[src/rtl/div_ctrl.sv]
// ============================================================================
// Module      : div_ctrl
// Description : HI/LO register controller that sequences an external
//               multi-cycle divider and services MTHI/MTLO writes.
// Revision    : 1.0 - initial release
// ============================================================================
`default_nettype none

module div_ctrl (
    input  logic        clk,
    input  logic        rst,
    input  logic        req_valid,
    input  logic [1:0]  req_op,
    input  logic [31:0] req_a,
    input  logic [31:0] req_b,
    output logic        req_ready,
    input  logic        flush,
    output logic        stall,
    output logic        done,
    output logic [31:0] hi,
    output logic [31:0] lo,
    output logic        div,
    output logic        div_signed,
    output logic [31:0] div_x,
    output logic [31:0] div_y,
    input  logic [31:0] div_s,
    input  logic [31:0] div_r,
    input  logic        div_complete
);

    localparam logic [0:0] c_st_idle = 1'b0;
    localparam logic [0:0] c_st_run  = 1'b1;

    localparam logic [1:0] c_op_div  = 2'b00;
    localparam logic [1:0] c_op_mthi = 2'b10;
    localparam logic [1:0] c_op_mtlo = 2'b11;

    logic [0:0] r_state;
    logic [0:0] w_next_state;
    logic       w_accept;
    logic       w_start_div;
    logic       w_complete;

    always_comb begin
        w_next_state = r_state;
        w_accept     = 1'b0;
        w_start_div  = 1'b0;
        w_complete   = 1'b0;
        case (r_state)
            c_st_idle: begin
                w_accept    = req_valid && !flush && !rst;
                // req_op[1] clear selects one of the two divide flavours
                w_start_div = w_accept && !req_op[1];
                if (w_start_div) begin
                    w_next_state = c_st_run;
                end
            end
            c_st_run: begin
                w_complete = div_complete && !flush && !rst;
                if (flush || div_complete) begin
                    w_next_state = c_st_idle;
                end
            end
            default: w_next_state = c_st_idle;
        endcase
    end

    always_ff @(posedge clk) begin
        if (rst) begin
            r_state    <= c_st_idle;
            hi         <= 32'd0;
            lo         <= 32'd0;
            div_x      <= 32'd0;
            div_y      <= 32'd0;
            div_signed <= 1'b0;
        end else begin
            r_state <= w_next_state;
            if (w_start_div) begin
                div_x      <= req_a;
                div_y      <= req_b;
                div_signed <= (req_op == c_op_div);
            end
            if (w_accept && req_op == c_op_mthi) begin
                hi <= req_a;
            end
            if (w_accept && req_op == c_op_mtlo) begin
                lo <= req_a;
            end
            if (w_complete) begin
                hi <= div_r;
                lo <= div_s;
            end
        end
    end

    // Dropping div whenever idle is what clears the divider's step counter.
    assign div       = (r_state == c_st_run);
    assign stall     = (r_state == c_st_run);
    assign done      = w_complete;
    assign req_ready = (r_state == c_st_idle) && !flush && !rst;

endmodule

`default_nettype wire

[config.mk]
export PLATFORM = sky130hd
export DESIGN_NAME = div_ctrl
export DESIGN_NICKNAME = d
export VERILOG_FILES = /design/src/rtl/div_ctrl.sv
export SDC_FILE = /design/constraint.sdc
export NUM_CORES = 1
export LEC_CHECK = 0
export CAP_MARGIN = 20
export CORE_MARGIN = 2
export CORE_UTILIZATION = 41
export CTS_CLUSTER_SIZE = 40
export DETAILED_ROUTE_END_ITERATION = 12
export PLACE_DENSITY_LB_ADDON = 0.25
export SYNTH_ARGS = -nofsm -noshare
export SYNTH_HDL_FRONTEND = slang
export SYNTH_SLANG_ARGS = --single-unit
[constraint.sdc]
create_clock -name clk -period 2 [get_ports clk]
set_input_delay 0.4 -clock clk [delete_from_list [all_inputs] [get_ports clk]]
set_output_delay 0.4 -clock clk [all_outputs]
set_load 0.1 [all_outputs]
==> flow_summary.toml, run 1 <==
[cells_and_area]
final_cell_mix = "buf_4, clkdlybuf4s50_1, dfxtp_1"
final_common_cell = "buf_4"
fin_nets = 1052
antenna_cells = 0
drive_gt1_share_pct = 22.7
area_delta_synth_final_pct = 59.6
final_cell_count_no_fill = 1104

[clock_network]
clock-sinks = 130
cts_hold_buffers = 0
clk_latency_ns = 0.42
cts_made_buffers = 17
cts_tree = "done"
ctsHtreeMaxLevel = 4
cts_buffer_depth = 2
cts-root-buf = "clkbuf_16"
path_clk_slew_ns = 0.05

[global_routing]
grt_max_degree = 117
overflow = 0
antenna_found_initial = 0
grt_pass1_vias = 6141
grtUsageTotal_pct = 27.5
grt_pass1_wl_um = 31600

[routing]
firstDrtPassIters = 5
num_vias = 6350
wl_per_cell_um = 18.1
first_iter_violations = 711
vias_per_cell = 5.75
drc = 0
finalWirelength_um = 20000
ant_nets = 0

[placed_design]
placed_cells = 1073
gp_congestion = 0.813
hpwlAfterDp_um = 13600
port_buffers = 267

[critical_path]
cp.required_ns = 1.60
r2r_slack_ns = 0.31
rr_worst_depth = 4
crit_arrival_ns = 1.52
rr_endpoint = "lo[16]$_SDFFE_PP0P_"
max_stage_delay_ns = 0.43
worstSetupEndpointType = "output pin"
cp-start-kind = "primary input"
slowest_stage = "clkdlybuf4s50_1"
crit_fanout = 3
r2r_start = "div$_SDFF_PP0_"
crit_path_frequent_cell = "buf_4"
critPathKind = "primary input to output pin"
crit_chain = "clkdlybuf4s50_1, buf_4, buf_4, nor3_2, buf_12"

[synthesis]
synth-async-reset-ratio_pct = 0
syn_nets = 814
syn_inst = 679
yosysWarnings = 0
syn_avg_cell_area_sq_um = 8.11
synth_edf_count = 0
synth_top_area_share_pct = 47.2
synth_flop_cell = "dfxtp_1"
synth_area_sq_um = 5510
synth_top_area_cell = "dfxtp_1"
ys_seq_area_share_pct = 47.2
synthTopCellsByArea = "dfxtp_1, nand3_1, a311oi_1"
synth.distinct_cells = 22
yosys_register_bits = 130

[die]
die_y_um = 120
start_util_pct = 41.8
core_sq_um = 13200
ios = 268
die-area_sq_um = 14400
num_rows = 42
die_w_um = 120

[timing]
fin_skew_ns = 0.00655
fin_crit_sh_pct = 96.1
tightest_slew_ns = 0.539
hold_viol = 0
maxSlewViolCount = 0
fmax_mhz = 520
fin_tns_setup_ns = 0
setup_viol = 0
slew_headroom_pct = 64.1
rsz0062_at_grt = "no"
finalCriticalPeriod_ns = 1.92

[power]
fin_total_pwr_uw = 7200
vdd_drop_max_uv = 441
power.density_nw_per_um2 = 819
p_leak_uw = 0.00330

[worst_hold_path]
hold_path_depth = 3
hold_path_end = "div$_SDFF_PP0_"
hp-class = "primary input to flop"
worstHoldStart = "rst"

[run_status]
outcome = "finished, final reports clean"

[job]
cap_violations = 0
## Yosys cell counts, types with 3 or more instances
| cell type | n |
|---|---|
| a311oi_1 | 65 |
| clkbuf_1 | 59 |
| buf_1 | 3 |
| buf_2 | 15 |
| o21ai_0 | 108 |
| o21ai_1 | 20 |
| buf_4 | 5 |
| nand3_1 | 128 |
| nor2_1 | 65 |
| buf_6 | 4 |
| dfxtp_1 | 130 |
| a21oi_1 | 66 |
## layer usage
metal	GRT usage, %	vias to the layer above	part of all wire [%]
li1	-	2982	-
met1	32.8	2967	39
met2	44.4	347	49
met3	8.22	54	8.7
met4	14.7	0	3.7
met5	0	-	0
## worst max-delay path by stage
stage,startpoint,endpoint
final,flush,req_ready
after global routing,flush,req_ready
after CTS,flush,req_ready
after detailed placement,flush,hi[4]$_SDFFE_PP0P_
after global placement,flush,hi[8]$_SDFFE_PP0P_
after floorplan,rst,req_ready
## cell type report
cell class,instances,area (sq um)
clock buffers,22,505
clock inverters,8,148
fillers,1090,4400
inverters,2,11.3
multi-input cells,461,2530
flip-flops and latches,130,2610
well taps,176,220
repair buffers,305,2770
## worst max-delay path: cells and delay by family
kind / cells / cell delay (ns)
buffers and inverters: 4 / 0.94
and+or+nand+nor: 1 / 0.18
## cell families (layout without fill, tap and decap cells)
| family | Yosys count | in the layout | synth area share [%] |
|---|---|---|---|
| and+or+nand+nor | 202 | 202 | 17.6 |
| buffers and inverters | 88 | 337 | 7.22 |
| AOI/OAI and AO/OA | 259 | 259 | 28.0 |
| DFF | 130 | 130 | 47.2 |
## timing repair
item,in CTS,in global routing
hold endpoints to repair,0,0
endpoints found under the setup margin,1,0
setup buffers,1,0
resized for setup,0,0
## per-stage QoR
stage | cell area (sq um) | setup slack (ns) | hold WS (ns) | util (%)
detailed placement | 8130 | -0.137 | 0.468 | 61.6
CTS | 8790 | 0.0611 | 0.420 | 66.6
global route | 8790 | 0.0401 | 0.437 | 66.6
floorplan | 5520 | -0.369 | 0.510 | -
global placement | 8130 | -0.0685 | 0.462 | 61.6
finish | 8790 | 0.0771 | 0.440 | 66.6
## registers in the layout, summed over array words and instances (netlist names)
signal / count
div_x: 32
div_signed: 1
hi: 32
lo: 32
div: 1
div_y: 32
## where the power goes
part           switching, uW  leakage, uW  internal (uW)
clock network           1140     0.000311           2280
logic                    704      0.00193            403
registers               28.3      0.00105           2640
No activity file was read; power rests on OpenSTA's default activity.
==> inputs of run 2 (changes only) <==
Settings changed: CORE_UTILIZATION 41 to 35.
Clock period 2 ns to 2.1 ns, I/O delays scaled along.
==> run 2 against run 1 <==
Net effect: die area rose by 17%; combinational power fell by 4%; core utilization fell by 9.1 points; highest routed layer unchanged.
==> flow_summary.toml, run 2 (synthesized netlist as in run 1, its figures left out) <==
[power]
vdd_drop_max_uv = 514
power.density_nw_per_um2 = 731
fin_total_pwr_uw = 6440
p_leak_uw = 0.00328

[routing]
num_vias = 6148
vias_per_cell = 5.40
wl_per_cell_um = 18.2
drc = 0
first_iter_violations = 435
firstDrtPassIters = 5
ant_nets = 0
finalWirelength_um = 20700

[cells_and_area]
multi_input_comb_area_sq_um = 2540
final_core_util_pct = 57.5
area_delta_synth_final_pct = 59.9
regArea_sq_um = 2600
fin_nets = 1052
final_common_cell = "buf_4"
fill_cells = 1435
final_cell_mix = "buf_4, clkdlybuf4s50_1, dfxtp_1"
antenna_cells = 0
drive_gt1_share_pct = 22.2

[global_routing]
grt_pass1_wl_um = 31600
antenna_found_initial = 0
overflow = 0
grtUsageTotal_pct = 23.9
grt_max_degree = 96
grt_pass1_vias = 5884

[clock_network]
path_clk_slew_ns = 0.06
ctsHtreeMaxLevel = 4
cts_made_buffers = 17
cts_tree = "done"
post_cts_buffers = 0
cts-root-buf = "clkbuf_16"
clock-sinks = 130
cts_buffer_depth = 2
post_cts_resized = 0
clk_latency_ns = 0.42
cts_hold_buffers = 0

[run_status]
outcome = "finished, final reports clean"

[die]
die_w_um = 129
ios = 268
num_rows = 45
start_util_pct = 36.0
core_sq_um = 15300
die_y_um = 129
die-area_sq_um = 16800

[timing]
fmax_mhz = 495
fin_skew_ns = 0.00682
maxSlewViolCount = 0
fin_crit_sh_pct = 96.1
rsz0062_at_grt = "no"
setup_viol = 0
hold_viol = 0
tightest_slew_ns = 1.07
slew_headroom_pct = 28.5
finalCriticalPeriod_ns = 2.02

[placed_design]
gp_congestion = 0.795
hpwlAfterDp_um = 14100
port_buffers = 267

[job]
cap_violations = 0

[critical_path]
cp-start-kind = "primary input"
crit_fanout = 4
cp.required_ns = 1.68
crit_arrival_ns = 1.60
worstSetupEndpointType = "output pin"
critPathKind = "primary input to output pin"

[worst_hold_path]
hp-class = "flop to flop"
==> run 2: path summary, 6_finish.rpt <==
check | cells past startpoint | startpoint | slack [ns] | to
hold reg to reg | 2 | div_y[5]$_SDFFE_PP0P_ | 0.47 | div_y[5]$_SDFFE_PP0P_
setup / recovery | 5 | flush | 0.08 | done
hold / removal | 2 | div_y[5]$_SDFFE_PP0P_ | 0.47 | div_y[5]$_SDFFE_PP0P_
setup reg to reg | 4 | div$_SDFF_PP0_ | 0.43 | lo[7]$_SDFFE_PP0P_
==> run 2: through the flow <==
| stage | hold slack, ns | cells | setup WS (ns) | setup TNS (ns) | cell area (sq um) |
|---|---|---|---|---|---|
| 3_3_place_gp | 0.462 | 1109 | -0.00935 | -0.0282 | 8260 |
| 2_1_floorplan | 0.530 | 679 | 0.00728 | 0 | 5530 |
| 6_report | 0.474 | 1138 | 0.0810 | 0 | 8810 |
| 4_1_cts | 0.461 | 1138 | 0.0597 | 0 | 8810 |
| 5_1_grt | 0.492 | 1138 | 0.0106 | 0 | 8810 |
| 3_5_place_dp | 0.467 | 1109 | -0.0798 | -0.705 | 8260 |
==> run 2: where the power goes <==
part	internal, uW	switching, uW
clock network	1780	1050
registers	2520	24.2
logic	388	678
==> run 2: area by class of cell <==
cell class | instances | share of cell area [%]
Clock inverter | 6 | 0.937
Sequential cell | 130 | 29.6
Multi-Input combinational cell | 461 | 28.8
Tap cell | 211 | 3.00
Inverter | 2 | 0.128
Timing Repair Buffer | 305 | 32.3
Clock buffer | 23 | 5.31
==> run 2: critical path, stage by stage <==
cell and delay (ns):
clkdlybuf4s50_1 0.42, buf_4 0.16, nand4bb_4 0.29, clkinvlp_4 0.14
buf_12 0.17
==> run 2: metal layers <==
layer | track usage, % | up-vias | wire [um]
li1 | - | 2978 | -
met3 | 8.55 | 29 | 2080
met2 | 38.7 | 270 | 9660
met5 | 0 | - | 0
met1 | 29.6 | 2871 | 8550
met4 | 8.10 | 0 | 400
==> inputs of run 3 (changes only) <==
Settings changed: CORE_MARGIN 2 to unset.
==> run 3 against run 2 <==
Net effect: hold slack better by 0.0054 ns; die area down 3.1%; clock power shrank 6%; sequential share of layout area increased by 0.37 points; via count increased by 1.0%; cell count unchanged; global-route usage is 1.2 points higher; critical path type unchanged.
==> flow_summary.toml, run 3 (synthesized netlist as in run 1, its figures left out) <==
[clock_network]
post_cts_resized = 0
post_cts_buffers = 0
clock-sinks = 130
clk_latency_ns = 0.41
cts_tree = "done"
cts_made_buffers = 17
path_clk_slew_ns = 0.06
cts_hold_buffers = 0
cts_buffer_depth = 2
ctsHtreeMaxLevel = 4
cts-root-buf = "clkbuf_16"

[routing]
num_vias = 6212
first_iter_violations = 515
firstDrtPassIters = 5
finalWirelength_um = 20600
ant_nets = 0
wl_per_cell_um = 18.1
vias_per_cell = 5.46
drc = 0

[die]
die_w_um = 127
ios = 268
num_rows = 45
core_sq_um = 15300
die-area_sq_um = 16200
die_y_um = 127
start_util_pct = 36.1

[placed_design]
placed_cells = 1106
hpwlAfterDp_um = 13900
placed_area_sq_um = 8190
gp_congestion = 0.797
dpl_worst_slack_ns = -0.0158
port_buffers = 267

[timing]
maxSlewViolCount = 0
fin_skew_ns = 0.00454
setup_ws_ns = 0.0566
tightest_slew_ns = 0.850
fmax_mhz = 489
slew_headroom_pct = 43.4
finalCriticalPeriod_ns = 2.04
hold_viol = 0
fin_crit_sh_pct = 97.3
setup_viol = 0
rsz0062_at_grt = "no"

[critical_path]
crit_chain = "clkdlybuf4s50_1, buf_4, nand4bb_4, clkinvlp_4, buf_12"
slowest_stage = "clkdlybuf4s50_1"
critPathKind = "primary input to output pin"
r2r_slack_ns = 0.40
path_buf_inv = 4
crit_start = "flush"
cp.required_ns = 1.68
max_stage_delay_ns = 0.42
cp_top_family = "buffers and inverters"
cp-start-kind = "primary input"
r2r_start = "div$_SDFF_PP0_"
rr_endpoint = "lo[8]$_SDFFE_PP0P_"
crit_fanout = 4
rr_worst_depth = 4
cp.depth = 5
crit_arrival_ns = 1.62
cp-endpoint = "done"
worstSetupEndpointType = "output pin"

[power]
p_leak_uw = 0.00323
fin_total_pwr_uw = 6260
vdd_drop_max_uv = 537
power.density_nw_per_um2 = 720

[cells_and_area]
final_common_cell = "buf_4"
area_delta_synth_final_pct = 58.0
finalInstanceArea_sq_um = 8700
final_cell_count_no_fill = 1138
final_cell_mix = "buf_4, clkdlybuf4s50_1, dfxtp_1"
fin_nets = 1049
antenna_cells = 0
drive_gt1_share_pct = 21.8

[global_routing]
grt_max_degree = 78
overflow = 0
grtUsageTotal_pct = 25.0
grt_pass1_vias = 5878
antenna_found_initial = 0
grt_pass1_wl_um = 31900

[run_status]
outcome = "finished, final reports clean"

[worst_hold_path]
hp-class = "flop to flop"

[job]
cap_violations = 0
run 3: changes by cell type in the layout (fill, tap and decap cells not counted):
cell and delta:
clkbuf_1 +4, clkinv_2 +3, clkinvlp_4 -1, buf_12 -4
bufinv_16 -1, buf_4 +1, clkbuf_8 -2
run 3: how the worst min path moves through the flow:
stage | cells past startpoint | to | from | slack (ns)
2_1_floorplan | 1 | div_signed$_SDFFE_PP0P_ | req_op[0] | 0.53
3_3_place_gp | 2 | div_x[4]$_SDFFE_PP0P_ | div_x[4]$_SDFFE_PP0P_ | 0.46
3_5_place_dp | 2 | div_x[4]$_SDFFE_PP0P_ | div_x[4]$_SDFFE_PP0P_ | 0.47
4_1_cts | 2 | div_x[3]$_SDFFE_PP0P_ | div_x[3]$_SDFFE_PP0P_ | 0.48
5_1_grt | 2 | div_x[21]$_SDFFE_PP0P_ | div_x[21]$_SDFFE_PP0P_ | 0.50
6_report | 2 | div_x[6]$_SDFFE_PP0P_ | div_x[6]$_SDFFE_PP0P_ | 0.48
run 3: worst register-to-register path: cells and delay by family (launching register included):
kind	cells	cell delay, ns
simple gates	1	0.60
flops	1	0.39
compound gates	2	0.35
buf+inv	1	0.22
run 3: through the flow:
step                setup TNS, ns  utilization (%)  hold WS [ns]
finish                          0             57.0         0.480
floorplan                       0                -         0.530
global placement                0             53.7         0.461
CTS                             0             57.0         0.480
detailed placement        -0.0298             53.7         0.468
global route                    0             57.0         0.498
run 3: power by group:
| group | internal [uW] | leakage, uW | switching, uW |
|---|---|---|---|
| Combinational | 377 | 0.00193 | 676 |
| Sequential | 2520 | 0.00105 | 26.4 |
| Clock | 1610 | 0.000257 | 1050 |
| Total | 4510 | 0.00323 | 1750 |
run 3: cell type report:
type	count	area (sq um)
clock buffer	25	455
clock inverter	7	60.1
fill	1403	6560
inverter	2	11.3
multi-input combinational	461	2540
sequential	130	2600
tap	211	264
timing repair buffer	302	2770
run 3: per-layer routing:
metal	wire length, um	track usage, %	up-vias	share of wire (%)
met5	0	0	-	0
met4	385	8.68	0	1.9
met3	1850	7.29	28	9.0
met2	9390	39.3	301	46
met1	8950	32.7	2902	43
li1	-	-	2981	-
